<file path="src/rtl/mdu_ctrl.sv">
// Iterative multiply/divide unit owning the HI/LO registers.
// Radix-2 shift-add multiply and restoring divide, one iteration per clock.
module mdu_ctrl #(
    parameter int WIDTH = 32
) (
    input  logic             CLK,
    input  logic             RST,
    input  logic             Start,
    input  logic [1:0]       Op,
    input  logic [WIDTH-1:0] SrcA,
    input  logic [WIDTH-1:0] SrcB,
    input  logic             Abort,
    input  logic             HiWe,
    input  logic             LoWe,
    input  logic [WIDTH-1:0] WData,
    output logic             Busy,
    output logic             Done,
    output logic             DivZero,
    output logic [WIDTH-1:0] Hi,
    output logic [WIDTH-1:0] Lo
);
    // state | meaning
    // IDLE  | waiting for Start; MTHI/MTLO writes accepted
    // CALC  | WIDTH shift-add / shift-subtract iterations
    // FIX   | sign correction and HI/LO write-back
    typedef enum logic [1:0] {IDLE, CALC, FIX} state_t;

    localparam int CW = $clog2(WIDTH);

    state_t           state, state_nxt;
    logic [CW-1:0]    cnt;
    logic             is_div;
    logic             neg_res, neg_rem;
    logic [WIDTH-1:0] a_raw, a_mag, b_mag;
    logic [WIDTH-1:0] acc_hi, acc_lo;

    logic             start_ok, wr_result;
    logic             signed_in;
    logic [WIDTH-1:0] a_abs_in, b_abs_in;
    logic [WIDTH:0]   mul_sum, div_trial;
    logic             div_ok;
    logic [2*WIDTH-1:0] prod, prod_fix;
    logic [WIDTH-1:0] quo_fix, rem_fix;

    assign signed_in = ~Op[0];
    assign a_abs_in  = (signed_in && SrcA[WIDTH-1]) ? -SrcA : SrcA;
    assign b_abs_in  = (signed_in && SrcB[WIDTH-1]) ? -SrcB : SrcB;

    assign start_ok  = (state == IDLE) && Start && !Abort;
    assign wr_result = (state == FIX) && !Abort;

    assign mul_sum   = {1'b0, acc_hi} + (acc_lo[0] ? {1'b0, a_mag} : '0);
    assign div_trial = {acc_hi, acc_lo[WIDTH-1]} - {1'b0, b_mag};
    assign div_ok    = ~div_trial[WIDTH];

    assign prod      = {acc_hi, acc_lo};
    assign prod_fix  = neg_res ? -prod : prod;
    assign quo_fix   = neg_res ? -acc_lo : acc_lo;
    assign rem_fix   = neg_rem ? -acc_hi : acc_hi;

    assign Busy = (state != IDLE);

    always_ff @(posedge CLK or posedge RST) begin
        if (RST) state <= IDLE;
        else     state <= state_nxt;
    end

    always_comb begin
        state_nxt = state;
        case (state)
            IDLE: if (start_ok) state_nxt = CALC;
            CALC: begin
                if (Abort)                        state_nxt = IDLE;
                else if (cnt == CW'(WIDTH - 1))   state_nxt = FIX;
            end
            FIX:     state_nxt = IDLE;
            default: state_nxt = IDLE;
        endcase
    end

    always_ff @(posedge CLK or posedge RST) begin
        if (RST) begin
            cnt     <= '0;
            is_div  <= 1'b0;
            neg_res <= 1'b0;
            neg_rem <= 1'b0;
            a_raw   <= '0;
            a_mag   <= '0;
            b_mag   <= '0;
            acc_hi  <= '0;
            acc_lo  <= '0;
        end else if (start_ok) begin
            cnt     <= '0;
            is_div  <= Op[1];
            neg_res <= signed_in && (SrcA[WIDTH-1] ^ SrcB[WIDTH-1]);
            neg_rem <= signed_in && SrcA[WIDTH-1];
            a_raw   <= SrcA;
            a_mag   <= a_abs_in;
            b_mag   <= b_abs_in;
            acc_hi  <= '0;
            // multiply shifts the multiplier out of LO; divide shifts the dividend out
            acc_lo  <= Op[1] ? a_abs_in : b_abs_in;
        end else if (state == CALC && !Abort) begin
            cnt <= cnt + CW'(1);
            if (!is_div) begin
                acc_hi <= mul_sum[WIDTH:1];
                acc_lo <= {mul_sum[0], acc_lo[WIDTH-1:1]};
            end else begin
                acc_hi <= div_ok ? div_trial[WIDTH-1:0] : {acc_hi[WIDTH-2:0], acc_lo[WIDTH-1]};
                acc_lo <= {acc_lo[WIDTH-2:0], div_ok};
            end
        end
    end

    always_ff @(posedge CLK or posedge RST) begin
        if (RST) begin
            Hi      <= '0;
            Lo      <= '0;
            Done    <= 1'b0;
            DivZero <= 1'b0;
        end else begin
            Done <= wr_result;
            if (start_ok) begin
                DivZero <= 1'b0;
            end else if (wr_result) begin
                if (!is_div) begin
                    Hi <= prod_fix[2*WIDTH-1:WIDTH];
                    Lo <= prod_fix[WIDTH-1:0];
                end else if (b_mag == '0) begin
                    Hi      <= a_raw;
                    Lo      <= '1;
                    DivZero <= 1'b1;
                end else begin
                    Hi <= rem_fix;
                    Lo <= quo_fix;
                end
            end else if (state == IDLE && !Start) begin
                if (HiWe) Hi <= WData;
                if (LoWe) Lo <= WData;
            end
        end
    end
endmodule

</file>
<file path="config.mk">
export PLATFORM = sky130hd
export DESIGN_NAME = mdu_ctrl
export DESIGN_NICKNAME = d
export VERILOG_FILES = /design/src/rtl/mdu_ctrl.sv
export SDC_FILE = /design/constraint.sdc
export NUM_CORES = 1
export LEC_CHECK = 0
export CORE_MARGIN = 2
export CORE_UTILIZATION = 54
export CTS_BUF_LIST = sky130_fd_sc_hd__clkbuf_2
export DETAILED_ROUTE_END_ITERATION = 6
export GPL_TIMING_DRIVEN = 1
export PLACE_DENSITY = 0.79
export SYNTH_ARGS = -nofsm -noshare
export SYNTH_HDL_FRONTEND = slang
export SYNTH_SLANG_ARGS = --single-unit
</file>
<file path="constraint.sdc">
create_clock -name CLK -period 8.15 [get_ports CLK]
set_input_delay 1.63 -clock CLK [delete_from_list [all_inputs] [get_ports CLK]]
set_output_delay 1.63 -clock CLK [all_outputs]
set_load 0.005 [all_outputs]
</file>
# [After elaboration in Yosys (flattened, before gate mapping)]
# Index checks and enable logic that the tools add are counted.
[op_classes] muxes=34 bitwise_logic=4 n_reduce_logical=24 n_eq_ne=5 n_addsub=8
[op_table] operator="2-to-1 mux 32 bit" n=23
[op_table] operator="negation 32 bit" n=4
[op_table] operator="2-to-1 mux 64 bit" n=1
[op_table] operator="negation 64 bit" n=1
[op_table] operator="adder 32 x 32 -> 33 bit" n=1
[op_table] operator="subtractor 33 x 32 -> 33 bit" n=1
[op_table] operator="zero test 32 bit" n=1
[op_table] operator="nonzero test 2 bit" n=8
[op_table] operator="2-to-1 mux 5 bit" n=2
[op_table] operator="AND reduction 3 bit" n=3
[op_table] operator="logical AND 1 bit" n=8
[op_table] operator="2-to-1 mux 2 bit" n=3
[op_table] operator="adder 5 x 1 -> 5 bit, second input constant" n=1
[op_table] operator="equality test 5 bit, second input constant" n=1
[op_table] operator="2-to-1 mux 1 bit" n=4
[op_table] operator="case mux 2 bit (2 select lines)" n=1
[op_table] operator="!= test 3 bit, second input constant" n=1
[op_table] operator="inverter 1 bit" n=3
[op_table] operator="equality test 2 x 1 -> 1 bit, second input constant" n=1
[op_table] operator="equality test 2 bit, second input constant" n=1
[op_table] operator="zero test 1 bit" n=2
[op_table] operator="zero test 2 bit" n=1
[op_table] operator="!= test 2 bit, second input constant" n=1
[op_table] operator="AND reduction 2 bit" n=1
[op_table] operator="bitwise XOR 1 bit" n=1
[word_totals] elab_cells=89 inputBits=104 register_bits=236

# [Longest topological paths before layout]
[depth] ltp_word=5 ltp_mapped=16 mapped_depth_nobuf=14

# [Least setup slack after synthesis]
# Ideal clock, no wire load.
[synth_path] kind="in2reg" startpoint="input SrcB[0]" endpoint="register acc_lo[28]" arrival_time_ns=3.885 path_slack_ns=4.161 path_buffers=0 stages=11 path_cell_list="inv_1 -> ha_1 -> or3b_2 -> or4_1 -> nor3_1 -> nand2_1 -> nor2_1 -> nand2_1 -> o21ai_0 -> xor2_1 -> a221oi_1"
[synth_between] elab_chain_cells=4
[synth_lines] element="start: declaration" line_no="11" source="input logic [WIDTH-1:0] SrcB,"
[synth_lines] element="negation 32 bit" line_no="47" source="assign b_abs_in = (signed_in && SrcB[WIDTH-1]) ? -SrcB : SrcB;"
[synth_lines] element="2-to-1 mux 32 bit" line_no="47"
[synth_lines] element="2-to-1 mux 32 bit" line_no="102" source="acc_lo <= Op[1] ? a_abs_in : b_abs_in;"
[synth_lines] element="2-to-1 mux 32 bit" line_no="92" source="end else if (start_ok) begin"
[synth_lines] element="end signal: assignment" line_no="102"
[synth_lines] element="end signal: assignment" line_no="107" source="acc_lo <= {mul_sum[0], acc_lo[WIDTH-1:1]};"
[synth_lines] element="end signal: assignment" line_no="110" source="acc_lo <= {acc_lo[WIDTH-2:0], div_ok};"
[synth_lines] element="end: declaration" line_no="35" source="logic [WIDTH-1:0] acc_hi, acc_lo;"
# No other way between the ends.
# A chain may end at the register's enable or synchronous reset.

# [Worst setup path after layout]
[layout_path] startpoint="register acc_lo[31]" endpoint="register acc_hi[0]"
[layout_between] elab_chain_cells=5
[layout_lines] element="subtractor 33 x 32 -> 33 bit" line_no="53" source="assign div_trial = {acc_hi, acc_lo[WIDTH-1]} - {1'b0, b_mag};"
[layout_lines] element="2-to-1 mux 32 bit (*)" line_no="109" source="acc_hi <= div_ok ? div_trial[WIDTH-1:0] : {acc_hi[WIDTH-2:0], acc_lo[WIDTH-1]};"
[layout_lines] element="2-to-1 mux 32 bit (*)" line_no="105" source="if (!is_div) begin"
[layout_lines] element="2-to-1 mux 32 bit (*)" line_no="103" source="end else if (state == CALC && !Abort) begin"
[layout_lines] element="2-to-1 mux 32 bit (*)" line_no="92"
[layout_lines] element="end signal: assignment" line_no="106" source="acc_hi <= mul_sum[WIDTH:1];"
[layout_lines] element="end signal: assignment" line_no="109"
[layout_lines] element="end: declaration" line_no="35"
# Mark *: on every way between the ends. The rest lies on a longest branch, timed or not. The select of a mux whose other input is x is not followed.

==> run summary <==
Post-synth cell types -> 81
DR vias -> 17400
Io pins -> 171
CTS sink cnt -> 235
Layout area overhead -> 13.2%
Final period util -> 0.570
TritonCTS clock tree -> built
Grt ovf -> 0
DR pass1 iterations -> 6
Chip height -> 184 µm
Data arrival, critical path -> 5.42 ns
Die Footprint -> 33900 µm²
Fillers -> 2821
Total number of yosys warnings -> 0
Pin count of the biggest net entering global routing -> 139
Starting Density -> 0.551
Die Wd -> 184 µm
Mapped cell area -> 17500 µm²
Slew headroom -> 0.189
Core area -> 31800 µm²
Final hold violation count -> 0
Mapped Cells -> 2201
Setup WS post-layout -> 3.50 ns
Worst hold slack -> 0.484 ns
Critical path peak fanout -> 55
Worst Skew -> 0.0835 ns
Top_reg_cell synth -> dfrtp_1
Max cap viols -> 0
CP endpoint kind -> flop
First-pass GRT wire length -> 90200 µm
PortBufs -> 170
RR Endpoint -> acc_hi[0]$_DFFE_PP0P_
Clk_lat worst skew -> 0.92 ns
Critical Path RT -> 8.92 ns
Drt drc -> 0
Fin area -> 19800 µm²
Footprint of the multi-input gates -> 10800 µm²
Worst r2r src -> acc_lo[31]$_DFFE_PP0P_
WL final -> 57500 µm
PwrDens -> 292 nW/µm²
Dpl ws -> 3.04 ns
Row cnt -> 65
Clk buf depth -> 3
EDFF count, synth -> 0
Vias in the first global route -> 16500
Setup violations, final -> 0
Crit path launch type -> flop
Worst R2R Setup Slack -> 3.50 ns
Outcome -> finished, final reports clean
Drt via density -> 6.29
Initial DRC count -> 1882
Pwr Total -> 5.80 mW
Commonest non-fill, non-tap cell in the layout -> nand2_1
Layout cells sized above 1 -> 0.0655
Post-DRT Antenna Nets -> 0
Syn_nets -> 2377
Clock slew at reported path FFs -> 0.10 ns
Min-Delay Endpoint -> a_raw[18]$_DFFE_PP0P_
Slew Viols, Final -> 0
Area after DPL -> 19400 µm²
FFs w/ async S/R, synth -> 1.00
Post-Route Setup TNS -> 0 ns
RSZ-0062 raised after global routing -> false
Tmin final -> 4.65 ns
Initial antenna violation count -> 1
Post_cts resized -> 0
Hold Crit Start -> a_raw[18]$_DFFE_PP0P_
GR Util All Layers -> 0.338
Reg area -> 5890 µm²
Avg Inst Size Synth -> 7.96 µm²
Wire per inst -> 20.8 µm
R2R depth -> 14
Hold path depth -> 2
GPL Wtd Cong -> 0.956
Leakage -> 8.53 nW
Final #Nets -> 2476
Hpwl dp -> 42300 µm
CTS H-tree depth -> 2
TritonCTS Buffers -> 59
Clock Tree Root -> clkbuf_2
Commonest cells after routing, fill and taps aside -> 344 x nand2_1, 258 x o21ai_0, 233 x dfrtp_1
Peak Freq -> 215 MHz
Max rail drop VDD -> 0.000208 V
Synth Register Bits -> 235
Post-CTS Setup Repair Bufs -> 0
Setup CP Type -> reg -> reg
Worst-Margin Slew -> 1.22 ns
Register area share after synthesis -> 0.335
Worst min path class -> reg -> reg
Hold Buf Count CTS -> 0
flip-flops by register name, summed over array words and instances, names as in the netlist:
name and cells:
Hi 32, Lo 32, a_raw 32, acc_hi 32, acc_lo 32, b_mag 32
a_mag 31, cnt 5, state 2, DivZero 1, Done 1, is_div 1
neg_rem 1, neg_res 1
per-stage QoR:
step | utilization | instances
2_1_floorplan | - | 2201
3_3_place_gp | 0.609 | 2674
3_5_place_dp | 0.609 | 2674
4_1_cts | 0.624 | 2770
5_1_grt | 0.624 | 2771
6_report | 0.624 | 2771
cells by family (layout without fill, tap and decap cells):
| group | Yosys count | count (layout) | synth area share |
|---|---|---|---|
| AOI/OAI and AO/OA | 728 | 728 | 0.252 |
| and+or+nand+nor | 708 | 708 | 0.187 |
| DFF | 235 | 235 | 0.335 |
| buffers and inverters | 217 | 351 | 0.0492 |
| xor gates and xnor gates | 199 | 199 | 0.0999 |
| adders and majority gates | 72 | 72 | 0.0522 |
| muxes | 42 | 42 | 0.0244 |
| other | 0 | 1 | 0 |
synthesized netlist by cell type, drive strengths merged, types with 19 or more instances:
library cell / n / area, µm²
nand2: 344 / 1290
o21ai: 267 / 1340
dfrtp: 235 / 5880
a21oi: 189 / 946
nor2: 136 / 510
clkbuf: 126 / 477
xnor2: 121 / 1070
xor2: 78 / 683
ha: 70 / 876
inv: 67 / 251
o22ai: 47 / 294
o211ai: 38 / 285
nor3: 37 / 185
mux2i: 36 / 360
and2: 34 / 213
a21o: 31 / 233
o31ai: 31 / 243
nor4: 26 / 208
buf: 24 / 134
nand3: 20 / 105
or3: 19 / 119
area by class of cell:
class / count / share of cell area
Timing Repair Buffer: 188 / 0.0930
Tap cell: 435 / 0.0274
Antenna cell: 1 / 0.000126
Inverter: 67 / 0.0131
Clock inverter: 13 / 0.00259
Multi-Input combinational cell: 1749 / 0.546
Sequential cell: 235 / 0.297
Clock buffer: 83 / 0.0209
worst max-delay path by stage:
stage | slack (ns) | to | from
after global routing | 3.29 | acc_hi[0]$_DFFE_PP0P_ | acc_lo[31]$_DFFE_PP0P_
final | 3.50 | acc_hi[0]$_DFFE_PP0P_ | acc_lo[31]$_DFFE_PP0P_
after CTS | 3.59 | acc_hi[0]$_DFFE_PP0P_ | acc_lo[31]$_DFFE_PP0P_
after detailed placement | 3.04 | acc_lo[26]$_DFFE_PP0P_ | SrcB[0]
after floorplan | 0.07 | DivZero$_DFFE_PP0P_ | RST
after global placement | 3.08 | acc_lo[26]$_DFFE_PP0P_ | SrcB[0]
power by group:
| group | switching [mW] | internal, mW |
|---|---|---|
| combinational | 1.76 | 1.34 |
| clock | 0.495 | 0.269 |
| sequential | 0.527 | 1.41 |
| total | 2.78 | 3.02 |
worst max-delay path, stage by stage (launching register included):
cell	delay, ns
dfrtp_1	0.48
inv_1	0.25
ha_1	0.29
fa_1	0.41
nand2b_1	0.18
a211oi_1	0.33
or3_1	0.27
a41oi_2	0.24
o311a_1	0.47
o21ai_1	0.32
xnor2_4	0.15
buf_4	0.53
mux2i_1	0.26
a21oi_1	0.09
a211oi_1	0.25
routing by layer:
layer	vias up	GRT usage	share of wire
li1	8055	-	-
met1	8202	0.470	0.42
met2	1021	0.513	0.43
met3	147	0.0674	0.11
met4	0	0.143	0.035
met5	-	0	0
Power figures use the tool's default switching activity.
==> variant, RTL diff (config.mk and constraints unchanged) <==
Add an input register stage for `SrcB`, without a reset; this delays it by one clock. The other inputs are not delayed to match.
--- a/src/rtl/mdu_ctrl.sv
+++ b/src/rtl/mdu_ctrl.sv
@@ -29,2 +29,8 @@
 
+    logic [WIDTH-1:0] SrcB_q;
+
+    always_ff @(posedge CLK) begin
+        SrcB_q <= SrcB;
+    end
+
     state_t           state, state_nxt;
@@ -46,3 +52,3 @@
     assign a_abs_in  = (signed_in && SrcA[WIDTH-1]) ? -SrcA : SrcA;
-    assign b_abs_in  = (signed_in && SrcB[WIDTH-1]) ? -SrcB : SrcB;
+    assign b_abs_in  = (signed_in && SrcB_q[WIDTH-1]) ? -SrcB_q : SrcB_q;
 
@@ -94,3 +100,3 @@
             is_div  <= Op[1];
-            neg_res <= signed_in && (SrcA[WIDTH-1] ^ SrcB[WIDTH-1]);
+            neg_res <= signed_in && (SrcA[WIDTH-1] ^ SrcB_q[WIDTH-1]);
             neg_rem <= signed_in && SrcA[WIDTH-1];
Function: same outputs for any inputs over 4 cycles, from zero or initial values and one cycle with RST high; that may be too few to reach the edited logic, so the function may still have changed.
==> variant against the unedited design <==
Via count is 7.2% higher; core utilization is 0.72 points lower; global-route usage grew 3.9 points; critical path depth unchanged; die area is 6.3% higher; sequential share of layout area increased by 1.2 points; cell area is 6.6% higher; routed wire length up 18%; sequential cell count rose by 32; first-iteration DRC count fell by 8.3%; synthesized area up 6.4%; total power increased by 11%; worst setup slack better by 0.24 ns; largest cell class unchanged; highest routed layer unchanged.
==> variant: results (changes against the unedited design) <==
- The run finished with clean final reports.
- The count of routing violations after the opening detailed-route iteration is 1726 (-8.3%).
- The clock skew after layout is 0.0847 ns (+0.00121 ns).
- The average size of a mapped cell is 8.09 um2 (+1.5%).
- The arrival time of the worst setup path is 5.27 ns (-0.15 ns).
- The share of the yosys chip area belonging to registers is 35.0% (+1.4 points).
- The average detailed-routed wire length per instance is 23.2 um (+12%).
- By area the synthesized netlist is led by dfrtp_1 32%, o21ai_0 7.6%, nand2_1 6.7%, ha_1 4.7%, xnor2_1 4.6%.
- The combined global-route utilization of all metal layers is 37.7% (+3.9 points).
- The share of layout cells above drive strength 1 is 7.35% (+0.80 points).
- The level count of the clock H-tree is 3 (+1).
- The fraction of registers with async set/reset came to 88.0% (-12 points).
- The HPWL after detailed placement is 51.1 mm (+21%).
- The worst-case setup slack after placement is 3.40 ns (+0.363 ns).
- The number of buffers created by CTS is 74 (+25%).
- The die extent in x is 190 um (+3.1%).
- The latest clock arrival within the worst-skew pair is 1.01 ns (+0.09 ns).
- The maximum VDD drop was 0.000230 V (+11%).
- The routed length on met2 is 29.4 mm (+18%).
- The distinct cell type count of the synthesized netlist is 86 (+6.2%).
- The layout filler cell count is 3099 (+9.9%).
- The placement-stage cell area is 0.0205 mm2 (+6.0%).
- The sum of routed wire length over all layers was 68.1 mm (+18%).
- The wire length on met1 was 27.7 mm (+14%).
- The area taken by multi-input logic gates is 0.0113 mm2 (+4.4%).
- The critical-path cell with the highest stage delay is o21ai_0.
- The final-stage net count is 2601 (+5.0%).
## variant: layout make-up
| class | count | area share (%) |
|---|---|---|
| antenna | 2 | 0.0237 |
| clock buffer | 109 | 2.58 |
| clock inverter | 17 | 0.320 |
| inverter | 64 | 1.17 |
| multi-input combinational | 1825 | 53.5 |
| sequential | 267 | 30.8 |
| tap | 455 | 2.69 |
| timing repair buffer | 193 | 8.84 |
## variant: path summary, 6_finish.rpt
kind / startpoint / endpoint / slack [ns] / cells past startpoint
max reg2reg: acc_lo[0]$_DFFE_PP0P_ / acc_hi[25]$_DFFE_PP0P_ / 3.75 / 14
min in group asynchronous: RST / Hi[4]$_DFFE_PP0P_ / 1.10 / 2
max in group asynchronous: RST / acc_hi[31]$_DFFE_PP0P_ / 5.48 / 3
min reg2reg: Lo[11]$_DFFE_PP0P_ / Lo[11]$_DFFE_PP0P_ / 0.48 / 2
min: Lo[11]$_DFFE_PP0P_ / Lo[11]$_DFFE_PP0P_ / 0.48 / 2
max: acc_lo[0]$_DFFE_PP0P_ / acc_hi[25]$_DFFE_PP0P_ / 3.75 / 14
## variant: critical path, delay by kind of cell, from the launching register on
kind | cells | cell delay [ns]
buffers and inverters | 2 | 0.45
AO/OA/AOI/OAI | 8 | 2.38
adder cells (fa/ha/maj) | 2 | 0.60
flip-flops | 1 | 0.48
AND/OR/NAND/NOR | 2 | 0.37
## variant: logic make-up (layout without fill, tap and decap cells)
kind of cell    count (synthesis)  in the layout  synth area share (%)
compound gates                741            741                  24.3
xor+xnor                      169            169                  7.93
fa+ha+maj                      72             72                  4.91
buf+inv                       215            383                  4.53
flops                         267            267                  35.0
mux                            78             78                  4.23
other cells                     0              2                     0
simple gates                  765            765                  19.2
## variant: power by group through the flow
stage	registers, mW	clock network, mW	logic (mW)
floorplan	1.87	0	2.47
global placement	2.16	0	3.20
detailed placement	2.17	0	3.24
CTS	2.14	0.961	3.25
global route	2.20	1.04	3.64
finish	2.18	0.961	3.32
## variant: metal layers
metal | GRT usage, % | up-vias
met5 | 0.687 | -
met4 | 20.1 | 0
met3 | 9.26 | 227
met2 | 57.6 | 1098
met1 | 49.3 | 8804
li1 | - | 8546
